--- config.mk ---
export PLATFORM = sky130hd
export DESIGN_NAME = msp430_sequencer
export DESIGN_NICKNAME = d
export VERILOG_FILES = /design/src/rtl/msp430_pkg.sv /design/src/rtl/msp430_ir_decode.sv /design/src/rtl/msp430_sequencer.sv
export SDC_FILE = /design/constraint.sdc
export NUM_CORES = 1
export LEC_CHECK = 0
export CORE_ASPECT_RATIO = 1.2
export CORE_MARGIN = 2
export CORE_UTILIZATION = 49
export DETAILED_ROUTE_END_ITERATION = 8
export PLACE_DENSITY = 0.79
export SETUP_SLACK_MARGIN = 0.02
export SLEW_MARGIN = 20
export SYNTH_ARGS = -nofsm -noshare
export SYNTH_HDL_FRONTEND = slang
export SYNTH_SLANG_ARGS = --single-unit
--- constraint.sdc ---
create_clock -name clk -period 2.3 [get_ports clk]
set_input_delay 0.23 -clock clk [delete_from_list [all_inputs] [get_ports clk]]
set_output_delay 0.23 -clock clk [all_outputs]
set_load 0.1 [all_outputs]
--- src/rtl/msp430_pkg.sv ---
// Shared constants for the MSP430 instruction sequencer: address-source codes,
// FSM state encoding, opcode fields, addressing modes and register indices.
package msp430_pkg;

  localparam int unsigned IR_W    = 16;
  localparam int unsigned MAB_W   = 3;
  localparam int unsigned STATE_W = 4;

  // Memory address bus source select
  localparam logic [MAB_W-1:0] MAB_PC   = 3'd0;
  localparam logic [MAB_W-1:0] MAB_SP   = 3'd1;
  localparam logic [MAB_W-1:0] MAB_CALC = 3'd2;

  // Sequencer states; encoding order is visible on the debug port
  typedef enum logic [STATE_W-1:0] {
    ST_RESET   = 4'd0,
    ST_FETCH   = 4'd1,
    ST_DECODE  = 4'd2,
    ST_SRC_EXT = 4'd3,
    ST_SRC_RD  = 4'd4,
    ST_DST_EXT = 4'd5,
    ST_DST_RD  = 4'd6,
    ST_EXEC    = 4'd7,
    ST_WRITE   = 4'd8,
    ST_PUSH    = 4'd9,
    ST_HALT    = 4'd10
  } seq_state_e;

  // Format I opcodes (IR[15:12]) with special sequencing
  localparam logic [3:0] OP_MOV = 4'h4;
  localparam logic [3:0] OP_CMP = 4'h9;
  localparam logic [3:0] OP_BIT = 4'hB;

  // Format II op field (IR[9:7])
  localparam logic [2:0] F2_RRC  = 3'd0;
  localparam logic [2:0] F2_SWPB = 3'd1;
  localparam logic [2:0] F2_RRA  = 3'd2;
  localparam logic [2:0] F2_SXT  = 3'd3;
  localparam logic [2:0] F2_PUSH = 3'd4;
  localparam logic [2:0] F2_CALL = 3'd5;
  localparam logic [2:0] F2_RETI = 3'd6;

  localparam logic [2:0] JMP_PREFIX  = 3'b001;
  localparam logic [5:0] FMT2_PREFIX = 6'b000100;

  // Source addressing modes (As)
  localparam logic [1:0] AS_REG = 2'b00;
  localparam logic [1:0] AS_IDX = 2'b01;
  localparam logic [1:0] AS_IND = 2'b10;
  localparam logic [1:0] AS_INC = 2'b11;

  // Register indices
  localparam logic [3:0] REG_PC = 4'd0;
  localparam logic [3:0] REG_SP = 4'd1;
  localparam logic [3:0] REG_SR = 4'd2;
  localparam logic [3:0] REG_CG = 4'd3;

endpackage

--- src/rtl/msp430_ir_decode.sv ---
// Combinational instruction classifier for the sequencer.
// Ports:
//   ir            instruction word held in the IR
//   is_jump       conditional/unconditional jump (IR[15:13]=001)
//   is_fmt1       two-operand instruction
//   is_fmt2       single-operand prefix (any op field)
//   fmt2_op       Format II op field
//   need_src_ext  source extension word must be fetched
//   need_src_rd   source operand must be read from memory
//   need_dst_ext  destination extension word must be fetched
//   need_dst_rd   destination operand must be read before EXEC
//   need_wb       instruction produces a result to write back
//   dst_mem       the result goes to memory rather than a register
//   src_inc       source register is post-incremented (As=11)
//   is_illegal    opcode not supported
module msp430_ir_decode
  import msp430_pkg::*;
(
  input  logic [IR_W-1:0] ir,
  output logic            is_jump,
  output logic            is_fmt1,
  output logic            is_fmt2,
  output logic [2:0]      fmt2_op,
  output logic            need_src_ext,
  output logic            need_src_rd,
  output logic            need_dst_ext,
  output logic            need_dst_rd,
  output logic            need_wb,
  output logic            dst_mem,
  output logic            src_inc,
  output logic            is_illegal
);

  logic [3:0] opcode;
  logic [3:0] rs;
  logic [1:0] as_mode;
  logic       ad;
  logic       fmt2_ok;
  logic       has_src;
  logic       const_gen;
  logic       immediate;
  logic       unused_bw;

  // Byte/word select does not influence sequencing
  assign unused_bw = ir[6];

  assign opcode  = ir[15:12];
  assign as_mode = ir[5:4];
  assign ad      = ir[7];

  assign is_jump = (ir[15:13] == JMP_PREFIX);
  assign is_fmt1 = (opcode >= OP_MOV);
  assign is_fmt2 = (ir[15:10] == FMT2_PREFIX);
  assign fmt2_op = ir[9:7];

  // RETI and the reserved op are rejected here, not sequenced
  assign fmt2_ok    = is_fmt2 && (fmt2_op <= F2_CALL);
  assign is_illegal = !(is_jump || is_fmt1 || fmt2_ok);
  assign has_src    = is_fmt1 || fmt2_ok;

  // Format II names its single operand in the low nibble
  assign rs = is_fmt2 ? ir[3:0] : ir[11:8];

  // R3 in any mode, and R2 in the indirect modes, synthesise constants
  assign const_gen = (rs == REG_CG) || ((rs == REG_SR) && as_mode[1]);
  assign immediate = (as_mode == AS_INC) && (rs == REG_PC);

  assign need_src_ext = has_src &&
                        (((as_mode == AS_IDX) && (rs != REG_CG)) || immediate);
  assign need_src_rd  = has_src && (as_mode != AS_REG) && !const_gen && !immediate;
  assign src_inc      = (as_mode == AS_INC);

  assign need_dst_ext = is_fmt1 && ad;
  assign need_dst_rd  = need_dst_ext && (opcode != OP_MOV);

  // Only RRC/SWPB/RRA/SXT write a result among the single-operand ops
  assign need_wb = is_fmt1 ? ((opcode != OP_CMP) && (opcode != OP_BIT))
                           : (fmt2_ok && (fmt2_op <= F2_SXT));
  assign dst_mem = is_fmt1 ? ad : (as_mode != AS_REG);

endmodule

--- src/rtl/msp430_sequencer.sv ---
// Instruction control FSM for the MSP430 pipeline: selects the address source
// and issues memory, IR, PC/SP, ALU and writeback strobes per cycle.
// Ports:
//   clk, rst      clock and synchronous active-high reset
//   MDB_in        memory data bus, captured into the IR on ir_load
//   mem_ready     current memory access completes this cycle
//   MAB_SEL       address source (PC / SP / CALC)
//   mem_rd/mem_wr memory strobes, held until mem_ready
//   ir_load, pc_inc, pc_load_rst, sp_dec, src_ext_load, dst_ext_load,
//   src_autoinc, alu_en, reg_wr, jmp_take   datapath strobes
//   illegal       one-cycle pulse on an unsupported opcode
//   bus_err       sticky memory timeout flag
//   state         current FSM state (debug)
module msp430_sequencer
  import msp430_pkg::*;
#(
  parameter int unsigned MAX_WAIT = 15,
  parameter int unsigned CNT_W    = 4
) (
  input  logic               clk,
  input  logic               rst,
  input  logic [IR_W-1:0]    MDB_in,
  input  logic               mem_ready,
  output logic [MAB_W-1:0]   MAB_SEL,
  output logic               mem_rd,
  output logic               mem_wr,
  output logic               ir_load,
  output logic               pc_inc,
  output logic               pc_load_rst,
  output logic               sp_dec,
  output logic               src_ext_load,
  output logic               dst_ext_load,
  output logic               src_autoinc,
  output logic               alu_en,
  output logic               reg_wr,
  output logic               jmp_take,
  output logic               illegal,
  output logic               bus_err,
  output logic [STATE_W-1:0] state
);

  seq_state_e       state_q, state_d, after_src;
  logic [CNT_W-1:0] wait_cnt_q, wait_cnt_d;
  logic [IR_W-1:0]  ir_q;
  logic             bus_err_q;
  logic             mem_cyc;
  logic             stall;
  logic             timeout;
  logic             push_call;

  logic       is_jump, is_fmt1, is_fmt2, is_illegal;
  logic [2:0] fmt2_op;
  logic       need_src_ext, need_src_rd, need_dst_ext, need_dst_rd;
  logic       need_wb, dst_mem, src_inc;

  msp430_ir_decode u_decode (
    .ir           (ir_q),
    .is_jump      (is_jump),
    .is_fmt1      (is_fmt1),
    .is_fmt2      (is_fmt2),
    .fmt2_op      (fmt2_op),
    .need_src_ext (need_src_ext),
    .need_src_rd  (need_src_rd),
    .need_dst_ext (need_dst_ext),
    .need_dst_rd  (need_dst_rd),
    .need_wb      (need_wb),
    .dst_mem      (dst_mem),
    .src_inc      (src_inc),
    .is_illegal   (is_illegal)
  );

  assign push_call = is_fmt2 && ((fmt2_op == F2_PUSH) || (fmt2_op == F2_CALL));
  assign bus_err   = bus_err_q;
  assign state     = state_q;

  // State, wait counter, IR and sticky error flag
  always_ff @(posedge clk) begin
    if (rst) begin
      state_q    <= ST_RESET;
      wait_cnt_q <= '0;
      ir_q       <= '0;
      bus_err_q  <= 1'b0;
    end else begin
      state_q    <= state_d;
      wait_cnt_q <= wait_cnt_d;
      if (ir_load) ir_q <= MDB_in;
      if (timeout) bus_err_q <= 1'b1;
    end
  end

  // Next state and per-cycle strobes
  always_comb begin
    state_d      = state_q;
    MAB_SEL      = MAB_PC;
    mem_rd       = 1'b0;
    mem_wr       = 1'b0;
    ir_load      = 1'b0;
    pc_inc       = 1'b0;
    pc_load_rst  = 1'b0;
    sp_dec       = 1'b0;
    src_ext_load = 1'b0;
    dst_ext_load = 1'b0;
    src_autoinc  = 1'b0;
    alu_en       = 1'b0;
    reg_wr       = 1'b0;
    jmp_take     = 1'b0;
    illegal      = 1'b0;
    mem_cyc      = 1'b0;

    // Where the source phase hands over once its operand is in hand
    after_src = need_dst_ext ? ST_DST_EXT : (push_call ? ST_PUSH : ST_EXEC);

    unique case (state_q)
      ST_RESET: begin
        pc_load_rst = 1'b1;
        state_d     = ST_FETCH;
      end
      ST_FETCH: begin
        mem_cyc = 1'b1;
        mem_rd  = 1'b1;
        if (mem_ready) begin
          ir_load = 1'b1;
          pc_inc  = 1'b1;
          state_d = ST_DECODE;
        end
      end
      ST_DECODE: begin
        if (is_jump) begin
          jmp_take = 1'b1;
          state_d  = ST_FETCH;
        end else if (is_illegal || !(is_fmt1 || is_fmt2)) begin
          illegal = 1'b1;
          state_d = ST_FETCH;
        end else if (need_src_ext) begin
          state_d = ST_SRC_EXT;
        end else if (need_src_rd) begin
          state_d = ST_SRC_RD;
        end else begin
          state_d = after_src;
        end
      end
      ST_SRC_EXT: begin
        mem_cyc = 1'b1;
        mem_rd  = 1'b1;
        if (mem_ready) begin
          src_ext_load = 1'b1;
          pc_inc       = 1'b1;
          state_d      = need_src_rd ? ST_SRC_RD : after_src;
        end
      end
      ST_SRC_RD: begin
        mem_cyc = 1'b1;
        MAB_SEL = MAB_CALC;
        mem_rd  = 1'b1;
        if (mem_ready) begin
          src_autoinc = src_inc;
          state_d     = after_src;
        end
      end
      ST_DST_EXT: begin
        mem_cyc = 1'b1;
        mem_rd  = 1'b1;
        if (mem_ready) begin
          dst_ext_load = 1'b1;
          pc_inc       = 1'b1;
          state_d      = need_dst_rd ? ST_DST_RD : ST_EXEC;
        end
      end
      ST_DST_RD: begin
        mem_cyc = 1'b1;
        MAB_SEL = MAB_CALC;
        mem_rd  = 1'b1;
        if (mem_ready) state_d = ST_EXEC;
      end
      ST_EXEC: begin
        alu_en  = 1'b1;
        reg_wr  = need_wb && !dst_mem;
        state_d = (need_wb && dst_mem) ? ST_WRITE : ST_FETCH;
      end
      ST_WRITE: begin
        mem_cyc = 1'b1;
        MAB_SEL = MAB_CALC;
        mem_wr  = 1'b1;
        if (mem_ready) state_d = ST_FETCH;
      end
      ST_PUSH: begin
        mem_cyc = 1'b1;
        MAB_SEL = MAB_SP;
        mem_wr  = 1'b1;
        // A zero wait count marks the first cycle in this state
        sp_dec  = (wait_cnt_q == '0);
        if (mem_ready) begin
          reg_wr  = (fmt2_op == F2_CALL);
          state_d = ST_FETCH;
        end
      end
      ST_HALT: state_d = ST_HALT;
      default: state_d = ST_RESET;
    endcase

    stall      = mem_cyc && !mem_ready;
    timeout    = stall && (wait_cnt_q == CNT_W'(MAX_WAIT - 1));
    wait_cnt_d = (stall && !timeout) ? (wait_cnt_q + CNT_W'(1)) : '0;
    if (timeout) state_d = ST_HALT;

    // Reset suppresses every strobe immediately, including a pending write
    if (rst) begin
      MAB_SEL      = MAB_PC;
      mem_rd       = 1'b0;
      mem_wr       = 1'b0;
      ir_load      = 1'b0;
      pc_inc       = 1'b0;
      pc_load_rst  = 1'b0;
      sp_dec       = 1'b0;
      src_ext_load = 1'b0;
      dst_ext_load = 1'b0;
      src_autoinc  = 1'b0;
      alu_en       = 1'b0;
      reg_wr       = 1'b0;
      jmp_take     = 1'b0;
      illegal      = 1'b0;
    end
  end

endmodule

Word level (Yosys, flattened, before mapping)

Index checks and enable logic that the tools add are counted.

Register bits after elaboration: 25
Bits in latches: 0
Bits in writable memories: 0
Bits in read-only memories: 0
Input port bits: 19
Output and inout port bits: 21
Logic and storage cells: 145
Memories kept: 0

Add/subtract/negate cells: 1
Multiply operators: 0
Divide/modulo/power cells: 0
Magnitude comparators: 3
Eq/ne operators: 35
Shift-type cells: 0
Muxes and demuxes: 54
Bitwise operators: 1
Reduce and logical (&&, ||, !) cells: 46

Operators by type and width:

| cell                | count |
|---|---|
| $mux 4              | 15 |
| $pmux 4 s10         | 1 |
| $mux 1              | 35 |
| $logic_and 1x1->1   | 18 |
| $eq 4x2->1 const B  | 4 |
| $eq 4x3->1 const B  | 4 |
| $eq 4x4->1 const B  | 4 |
| $ne 3x3->1 const B  | 5 |
| $logic_not 4->1     | 3 |
| $reduce_and 6->1    | 2 |
| $ne 2x2->1 const B  | 5 |
| $logic_or 1x1->1    | 8 |
| $ne 4x4->1 const B  | 2 |
| $logic_not 1->1     | 7 |
| $reduce_or 7->1     | 1 |
| $eq 3x3->1 const B  | 2 |
| $eq 6x3->1 const B  | 1 |
| $reduce_or 2->1     | 3 |
| $reduce_or 3->1     | 2 |
| $reduce_or 5->1     | 1 |
| $add 4x1->4 const B | 1 |
| $eq 4x1->1 const B  | 1 |
| $ge 4x3->1 const B  | 1 |
| $ne 4x2->1 const B  | 1 |
| other kinds (13)    | 13 |

Depth between registers and ports, before layout

Gate-level depths: netlist of run 1.

Depth after elaboration: 14
Gate-level depth with buffers: 8
Mapped depth without buffers: 8

Hierarchy

A second synthesis of run 1 with hierarchy kept.

Cells, all modules: 215
Area, all modules: 1710.4 um2

By module, submodules not included:

| module           | instances | cells an instance | area each (um2) | sequential area each (um2) |
|---|---|---|---|---|
| msp430_sequencer | 1         | 172               | 1423.9          | 500.5 |
| msp430_ir_decode | 1         | 43                | 286.5           | 0.0 |

Worst setup path after synthesis of run 1

OpenSTA, ideal clock, no wires.

Path type: register to output
Start: register state_q[3] (netlist: state[3])
End: output port sp_dec
Arrival: 4.567 ns
Required time: 2.070 ns
Setup slack: -2.497 ns
Stages on the path, launching flop included: 6
Path buffers: 0
Cell sequence: dfxtp_1 -> nand2b_1 -> nand2b_1 -> nor2_1 -> and2_1 -> and3_1

Cells in the longest elaborated chain, start to end: 3

RTL lines:

| item                   | RTL line                | RTL |
|---|---|---|
| from (decl)            | msp430_sequencer.sv:42  | `seq_state_e state_q, state_d, after_src;` |
| from (signal assigned) | msp430_sequencer.sv:84  | `state_q <= state_d;` |
| $eq 4x4->1             | msp430_sequencer.sv:113 | `unique case (state_q)` |
| $mux 1                 | msp430_sequencer.sv:113 |  |
| $mux 1                 | msp430_sequencer.sv:207 | `if (rst) begin` |
| to (decl)              | msp430_sequencer.sv:30  | `output logic sp_dec,` |

Every way passes these cells.

Worst setup path after layout of run 1

Start: register state_q[3] (netlist: state[3])
End: output port illegal

Cells in the longest elaborated chain, start to end: 3

RTL lines:

| item       | RTL line                | RTL |
|---|---|---|
| $eq 4x2->1 | msp430_sequencer.sv:113 |  |
| $mux 1     | msp430_sequencer.sv:113 |  |
| $mux 1     | msp430_sequencer.sv:207 |  |
| to (decl)  | msp430_sequencer.sv:37  | `output logic illegal,` |

Every way passes these cells.

==> flow_metrics.py, run 1 <==
metrics = {
    "place": {
        "hpwl_um": 3136,
        "numPortBuffers": 37,
        "place_ws_ns": 0.2128,
        "gp_congestion": 0.8695,
    },
    "floorplan": {
        "core_um2": 3110,
        "die-area_um2": 3790,
        "die_y_um": 67.04,
        "pin_count": 40,
        "num_rows": 22,
        "dieWidth_um": 56.54,
        "initial_core_util_pct": 52.17,
    },
    "timing": {
        "fin_worst_skew_ns": 0.004177,
        "min_period_over_period_pct": 99.32,
        "hold_viol_final": 0,
        "hold_slack_ns": 0.4382,
        "finalSetupViolations": 0,
        "rsz0062_at_grt": "true",
        "fin_tns_setup_ns": 0,
        "final.min_clock_period_ns": 2.284,
        "fmax_mhz": 437.7,
        "finalMaxSlewViolations": 0,
        "setup_ws_ns": 0.01555,
    },
    "logic_synthesis": {
        "ys_types": 55,
        "ys.warnings.count": 0,
        "netlist_area_um2": 1623,
        "ys_ff_latch": 24,
        "synth_nets": 249,
        "ys_seq_area_share_pct": 29.61,
        "avgSynthCellArea_um2": 7.149,
        "syn_inst": 227,
        "synth_edf_count": 0,
        "ys.flop_type": "dfxtp_1",
        "synthArstFlopShare_pct": 0,
    },
    "clock_tree": {
        "cts-buffers-inserted": 3,
        "cts_tree": "done",
        "h-tree-depth": 1,
        "cts_hold_buf": 0,
        "cts_root_buf": "clkbuf_4",
        "cts_sinks": 24,
        "clk-insertion-delay-late_ns": 0.32,
        "cts_buffer_depth": 2,
        "clkSlewWorstSetupHoldPaths_ns": 0.13,
    },
    "final_layout": {
        "nets": 288,
        "nFillCells": 245,
        "drive_gt1_share_pct": 25.66,
        "area_growth_pct": 45.49,
        "diodes": 0,
    },
    "power_and_ir_drop": {
        "swShare_pct": 49.80,
        "switchingPower_uw": 899.1,
        "p_total_uw": 1806,
        "peakVddDrop_mv": 0.9000,
        "p_seq_share_pct": 29.0,
        "power_density_nw_per_um2": 764.7,
        "pwr-share-clk_pct": 10.7,
        "p_leak_uw": 0.0008132,
        "power.internal_uw": 906.4,
        "pwr-share-comb_pct": 60.3,
    },
    "global_routing": {
        "grt_pass1_wl_um": 7314,
        "grt_pass1_vias": 1645,
        "grt_max_degree": 29,
        "grtUsageTotal_pct": 23.98,
        "overflow": 0,
        "antenna_found_initial": 0,
    },
    "flow_run": {
        "drv_cap": 0,
    },
    "status": {
        "status": "completed",
    },
    "drt": {
        "ant_nets": 0,
        "first_pass_iters": 4,
        "drt_iter0_markers": 89,
        "via_count": 1785,
        "drt-total-wl_um": 4197,
        "routed_via_density": 5.930,
        "routedWlPerCell_um": 13.94,
        "drc_errors": 0,
    },
    "hold_path": {
        "hold_depth": 3,
        "hold_path_class": "in2reg",
    },
    "setup_path": {
        "critPathKind": "reg2out",
        "cp.required_ns": 2.07,
        "crit_path_start_kind": "register",
        "ff2ff_path_depth": 6,
        "worstPathMaxFanout": 4,
        "arrival_ns": 2.05,
        "cp-end-kind": "primary output",
    },
}
-- cells in the final DEF, fill, tap and decap left out, types with 2 or more instances in the layout --
cell type	n
nand2b_1	3
clkdlybuf4s50_1	17
nor2_1	28
nand2_1	35
o22ai_2	2
inv_1	6
ha_1	3
or3_4	2
dfxtp_1	20
and2_1	2
a211oi_2	2
clkbuf_4	3
a31o_2	2
buf_12	16
buf_4	14
nor2b_1	4
o21ai_0	6
o221ai_1	3
inv_2	2
nand3_1	7
o22ai_1	4
or2_4	2
or3_1	3
dfxtp_4	4
a21oi_1	30
nor4_4	2
nor2_4	3
-- Yosys cell counts (all sizes together) (2+ instances only) --
library cell,number,area (um^2)
nand3,7,35.03
ha,3,37.54
nand2b,4,25.02
a211oi,3,22.52
and3,2,12.51
or2,3,21.27
inv,8,30.03
o22ai,6,50.04
a31o,3,26.28
nor4,3,18.77
buf,7,51.29
nor4b,2,23.77
nand2,35,131.4
clkbuf,6,22.52
nor2b,5,31.28
and2,4,25.02
o21ai,7,38.79
a21oi,30,150.1
nor3,2,10.01
and3b,2,21.27
or3,5,31.28
nor2,32,127.6
o221ai,3,26.28
dfxtp,24,480.5
-- kinds of logic after synthesis --
family	synth area share (%)
adder cells (fa/ha/maj)	2.313
AO/OA/AOI/OAI	24.98
AND/OR/NAND/NOR	35.39
buffers and inverters	6.399
other	0.2311
flip-flops	29.61
XOR/XNOR	1.080
-- through the flow --
| stage | instance area [um^2] | cells | utilization, % |
|---|---|---|---|
| floorplan | 1743 | 227 | - |
| global placement | 2287 | 294 | 73.53 |
| detailed placement | 2287 | 294 | 73.53 |
| CTS | 2345 | 301 | 75.38 |
| global route | 2361 | 301 | 75.91 |
| finish | 2361 | 301 | 75.91 |
-- final cells by class --
type / count / area, um^2 / area share (%)
tap: 36 / 45.04 / 1.908
multi-input combinational: 182 / 1169 / 49.50
inverter: 8 / 30.03 / 1.272
timing repair buffer: 47 / 595.6 / 25.23
sequential: 24 / 495.5 / 20.99
clock buffer: 4 / 26.28 / 1.113
-- routing by layer --
| metal | vias up | share of wire [%] | GRT usage, % |
|---|---|---|---|
| met5 | - | 0 | 0 |
| li1 | 885 | - | - |
| met4 | 0 | 2.6 | 9.226 |
| met3 | 17 | 6.1 | 3.689 |
| met1 | 806 | 42 | 30.00 |
| met2 | 77 | 50 | 41.13 |
-- path summary, 6_finish.rpt --
check	from	endpoint	slack, ns
worst min-delay path	MDB_in[3]	ir_q[3]$_SDFFE_PP0P_	0.44
worst max-delay path	state[3]$_SDFFE_PP0P_	illegal	0.02
worst min register to register	ir_q[3]$_SDFFE_PP0P_	ir_q[3]$_SDFFE_PP0P_	0.47
worst max register to register	ir_q[13]$_SDFFE_PP0P_	state[3]$_SDFFE_PP0P_	0.31
-- flip-flops by register name (all words and copies together) (netlist names) --
signal      cells
ir_q           15
state           4
wait_cnt_q      4
bus_err         1
-- timing repair --
action	in CTS	in global routing
gates cloned	0	0
resized for setup	1	4
pin swaps	2	0
setup endpoints to repair	3	3
setup buffers	3	0
-- power groups by stage --
stage               Sequential, uW  Combinational, uW  Clock (uW)
finish                         524               1090         193
global route                   530               1160         220
CTS                            523               1080         200
detailed placement             573               1010           0
global placement               573                996           0
floorplan                      672                636           0
-- critical path: stages (launching register included) --
cell,delay (ns)
dfxtp_4,0.36
or2_4,0.25
or3_4,0.35
or3_4,0.36
a211oi_4,0.20
buf_12,0.21
Power figures use the tool's default switching activity.
==> inputs of run 2 (changes only) <==
CORE_UTILIZATION = 54   (was 49)
CTS_CLUSTER_DIAMETER = 150   (was default)
PLACE_DENSITY = 0.85   (was 0.79)
SYNTH_HIERARCHICAL = 1   (was default)
clock period = 2.75 ns   (was 2.3 ns; I/O delays follow)
==> flow_metrics.py, run 2 <==
metrics = {
    "clock_tree": {
        "cts_root_buf": "clkbuf_4",
        "cts_buffer_depth": 2,
        "cts-buffers-inserted": 3,
        "post_cts_resized": 0,
        "h-tree-depth": 1,
        "clk-insertion-delay-late_ns": 0.31,
        "post-cts-setup-buffer-count": 0,
        "clkSlewWorstSetupHoldPaths_ns": 0.13,
        "cts_hold_buf": 0,
        "cts_tree": "done",
        "cts_sinks": 24,
    },
    "timing": {
        "finalSetupViolations": 0,
        "rsz0062_at_grt": "false",
        "hold_slack_ns": 0.4859,
        "worstMarginPinSlew_ns": 0.5821,
        "final.min_clock_period_ns": 2.493,
        "finalMaxSlewViolations": 0,
        "fmax_mhz": 401.1,
        "min_period_over_period_pct": 90.66,
        "maxSlewHeadroom_pct": 60.58,
        "fin_worst_skew_ns": 0.007496,
        "hold_viol_final": 0,
    },
    "place": {
        "gp_congestion": 0.9047,
        "hpwl_um": 2961,
        "placed_cells": 271,
        "numPortBuffers": 37,
    },
    "final_layout": {
        "nFillCells": 225,
        "drive_gt1_share_pct": 21.76,
        "layout_commonest_cell": "nor2_1",
        "mostFrequentLayoutCells": "nor2_1, dfxtp_1, mux2i_1, clkdlybuf4s50_1, buf_12",
        "nets": 262,
        "largest_reg_flops": 15,
        "fin_cells": 275,
        "register_area_um2": 495.5,
        "multiInputGateArea_um2": 1146,
        "diodes": 0,
        "area_growth_pct": 36.49,
        "largest_register": "ir_q",
    },
    "setup_path": {
        "crit_path_start_kind": "register",
        "arrival_ns": 2.74,
        "cp.required_ns": 3.00,
        "cp-end-kind": "register",
        "worstPathMaxFanout": 6,
        "critPathKind": "reg2reg",
        "max_stage_delay_ns": 0.59,
        "worst-path-buf-inv": 0,
        "cp_top_family": "compound AO/OA/AOI/OAI gates",
        "path_cells": "or4b_4, a2111oi_2, o21ai_0, o211a_1, nor2_1, a21boi_0, a2111oi_0, o21ai_1, a21oi_1",
        "cpMaxStageDelayCell": "or4b_4",
    },
    "floorplan": {
        "dieWidth_um": 54.87,
        "die_y_um": 65.04,
        "die-area_um2": 3568,
        "pin_count": 40,
        "core_um2": 3000,
        "initial_core_util_pct": 55.88,
        "num_rows": 22,
    },
    "status": {
        "status": "completed",
    },
    "global_routing": {
        "grt_pass1_wl_um": 6465,
        "antenna_found_initial": 0,
        "overflow": 0,
        "grt_pass1_vias": 1462,
        "grt_max_degree": 24,
        "grtUsageTotal_pct": 24.24,
    },
    "drt": {
        "routedWlPerCell_um": 13.86,
        "drt_iter0_markers": 54,
        "ant_nets": 0,
        "via_count": 1570,
        "drt-total-wl_um": 3811,
        "drc_errors": 0,
        "first_pass_iters": 4,
        "routed_via_density": 5.709,
    },
    "power_and_ir_drop": {
        "power_density_nw_per_um2": 571.9,
        "peakVddDrop_mv": 0.3959,
        "p_leak_uw": 0.0009779,
    },
    "hold_path": {
        "hold_path_class": "reg2reg",
    },
    "flow_run": {
        "drv_cap": 0,
    },
    "logic_synthesis": {
        "avgSynthCellArea_um2": 7.909,
        "synth_nets": 234,
        "syn_inst": 212,
        "netlist_area_um2": 1677,
        "ys.warnings.count": 6,
    },
}
[run 2: cell count changes in the layout (fill, tap and decap cells not counted), moves of 5 or more]
cell     change
nand2_1     -26
a21oi_1     -22
buf_4        -6
mux2i_1     +17
inv_1        +5
nor2_1       +9
[run 2: power by group]
part	internal, uW	switching (uW)
logic	241	420
clock network	56.5	102
registers	385	103
total	683	626
[run 2: tightest hold or removal path, stage by stage, from the launching register on]
cell and delay, ns:
dfxtp_1 0.35, nor2_1 0.05, nor2_1 0.07
[run 2: final cells by class]
cell class	instances	area share, %
clock buffers	4	1.148
inverters	12	1.968
multi-input cells	159	50.08
flip-flops and latches	24	21.65
well taps	36	1.968
repair buffers	40	23.18
[run 2: final timing paths]
| path | slack (ns) | end | depth (start not counted) | from |
|---|---|---|---|---|
| setup / recovery | 0.26 | state[1]$_SDFFE_PP0P_ | 9 | ir_q[13]$_SDFFE_PP0P_ |
| hold reg to reg | 0.49 | bus_err$_SDFFE_PP0P_ | 2 | bus_err$_SDFFE_PP0P_ |
| hold / removal | 0.49 | bus_err$_SDFFE_PP0P_ | 2 | bus_err$_SDFFE_PP0P_ |
| setup reg to reg | 0.26 | state[1]$_SDFFE_PP0P_ | 9 | ir_q[13]$_SDFFE_PP0P_ |
[run 2: stage by stage]
stage	instance area, um^2	util (%)	TNS [ns]	worst slack, ns	total power [uW]
after floorplan	1819	-	-0.1442	-0.1442	1016
after global placement	2262	75.40	0	0.3424	1152
after detailed placement	2262	75.40	0	0.3366	1156
after CTS	2288	76.27	0	0.2908	1315
after global routing	2288	76.27	0	0.06728	1386
final	2288	76.27	0	0.2569	1309
[run 2: routing by layer]
metal / vias to the layer above / share of wire (%) / global-route usage [%]
met4: 0 / 2.1 / 9.063
met1: 733 / 43 / 30.66
met5: - / 0 / 0
li1: 792 / - / -
met3: 8 / 3.0 / 2.765
met2: 37 / 52 / 40.63
==> inputs of run 3 (changes only) <==
ABC_AREA = 1   (was default)
ABC_CLOCK_PERIOD_IN_PS = 2750   (was default)
CORE_UTILIZATION = 56   (was 54)
CTS_BUF_LIST = sky130_fd_sc_hd__clkbuf_2 sky130_fd_sc_hd__clkbuf_4 sky130_fd_sc_hd__clkbuf_8   (was default)
PLACE_DENSITY = 0.88   (was 0.85)
==> flow_metrics.py, run 3 <==
metrics = {
    "clock_tree": {
        "cts_hold_buf": 0,
        "h-tree-depth": 1,
        "cts_sinks": 24,
        "clk-insertion-delay-late_ns": 0.32,
        "cts_root_buf": "clkbuf_4",
        "post-cts-setup-buffer-count": 0,
        "cts-buffers-inserted": 3,
        "clkSlewWorstSetupHoldPaths_ns": 0.13,
        "cts_buffer_depth": 2,
        "cts_tree": "done",
        "post_cts_resized": 0,
    },
    "setup_path": {
        "ff2ff_path_depth": 14,
        "cpMaxStageDelayCell": "dfxtp_1",
        "critPathKind": "reg2out",
        "rr_endpoint": "state[0]$_SDFFE_PP0P_",
        "worstPathMaxFanout": 7,
        "max_stage_delay_ns": 0.46,
        "arrival_ns": 1.89,
        "cp-end-kind": "primary output",
        "path_cells": "nor2_4, nand3_2, inv_2, nand2_2, nand2_1, nor2_1, inv_1, nand2_1, inv_1, nor3_2, buf_12",
        "rrSetupSlack_ns": 0.85,
        "crit_path_start_kind": "register",
        "worstReg2RegStart": "ir_q[15]$_SDFFE_PP0P_",
        "cp.required_ns": 2.48,
    },
    "final_layout": {
        "nets": 331,
        "largest_register": "ir_q",
        "multiInputGateArea_um2": 1021,
        "layout_commonest_cell": "nand2_1",
        "largest_reg_flops": 15,
        "nFillCells": 211,
        "register_area_um2": 484.2,
        "drive_gt1_share_pct": 20.45,
        "mostFrequentLayoutCells": "nand2_1, inv_1, nor2_1",
        "area_growth_pct": 35.88,
        "diodes": 0,
    },
    "hold_path": {
        "hold_depth": 2,
        "hold_end": "bus_err$_SDFFE_PP0P_",
        "hold_start": "bus_err$_SDFFE_PP0P_",
        "hold_path_class": "reg2reg",
    },
    "place": {
        "hpwl_um": 3042,
        "gp_congestion": 0.8917,
        "place_ws_ns": 0.7125,
        "numPortBuffers": 37,
    },
    "power_and_ir_drop": {
        "power_density_nw_per_um2": 614.0,
        "p_leak_uw": 0.0009820,
        "peakVddDrop_mv": 0.6015,
    },
    "drt": {
        "drt-total-wl_um": 3749,
        "drc_errors": 0,
        "routedWlPerCell_um": 10.96,
        "ant_nets": 0,
        "drt_iter0_markers": 70,
        "via_count": 1728,
        "first_pass_iters": 4,
        "routed_via_density": 5.053,
    },
    "timing": {
        "rsz0062_at_grt": "false",
        "setup_ws_ns": 0.5805,
        "finalSetupViolations": 0,
        "final.min_clock_period_ns": 2.170,
        "finalMaxSlewViolations": 0,
        "min_period_over_period_pct": 78.89,
        "fin_worst_skew_ns": 0.006301,
        "maxSlewHeadroom_pct": 66.65,
        "fmax_mhz": 460.9,
        "fin_tns_setup_ns": 0,
        "worstMarginPinSlew_ns": 0.4987,
        "hold_viol_final": 0,
    },
    "floorplan": {
        "die-area_um2": 3464,
        "initial_core_util_pct": 59.35,
        "pin_count": 40,
        "die_y_um": 64.08,
        "core_um2": 2838,
        "dieWidth_um": 54.06,
        "num_rows": 21,
    },
    "logic_synthesis": {
        "avgSynthCellArea_um2": 6.146,
        "synth_nets": 296,
        "ys.warnings.count": 6,
        "syn_inst": 274,
        "netlist_area_um2": 1684,
    },
    "global_routing": {
        "antenna_found_initial": 0,
        "grt_pass1_vias": 1641,
        "overflow": 0,
        "grtUsageTotal_pct": 25.30,
        "grt_max_degree": 17,
        "grt_pass1_wl_um": 6706,
    },
    "status": {
        "status": "completed",
    },
    "flow_run": {
        "drv_cap": 0,
    },
}
-- run 3: per-stage QoR --
stage	area (um^2)	cells	util (%)	hold slack (ns)	power, uW
6_report	2288	342	80.64	0.4691	1405
5_1_grt	2288	342	80.64	0.4975	1497
4_1_cts	2288	342	80.64	0.4759	1406
3_5_place_dp	2252	338	79.37	0.4511	1221
3_3_place_gp	2252	338	79.37	0.4403	1210
2_1_floorplan	1750	274	-	0.4177	1024
-- run 3: critical path, delay by kind of cell (launching register included) --
family | cells | cell delay (ns)
DFF | 1 | 0.46
buffers and inverters | 4 | 0.40
and+or+nand+nor | 7 | 0.72
-- run 3: how the worst max path moves through the flow --
stage,start,end,slack [ns],depth (start not counted)
5_1_grt,ir_q[15]$_SDFFE_PP0P_,illegal,0.38,11
3_3_place_gp,rst,jmp_take,0.71,4
3_5_place_dp,rst,jmp_take,0.71,4
2_1_floorplan,state[3]$_SDFFE_PP0P_,sp_dec,0.01,4
4_1_cts,ir_q[15]$_SDFFE_PP0P_,illegal,0.59,11
6_report,ir_q[15]$_SDFFE_PP0P_,illegal,0.58,11
-- run 3: report_power, final --
part | leakage (uW) | switching, uW | internal (uW) | total, uW
Combinational | 0.000765 | 547 | 237 | 784
Sequential | 0.000196 | 47.5 | 387 | 434
Clock | 0.0000210 | 106 | 81.0 | 187
Total | 0.000982 | 700 | 705 | 1410
-- run 3: area by class of cell --
type	instances	area share (%)
Clock buffer	4	1.586
Inverter	47	7.928
Multi-Input combinational cell	194	44.61
Sequential cell	24	21.16
Tap cell	34	1.859
Timing Repair Buffer	39	22.85
-- run 3: metal layers --
layer,vias to the layer above,routed length [um],global-route usage (%)
met5,-,0,0
met4,0,112,10.94
met3,12,155,3.271
met2,49,1815,41.92
met1,758,1666,31.83
li1,909,-,-
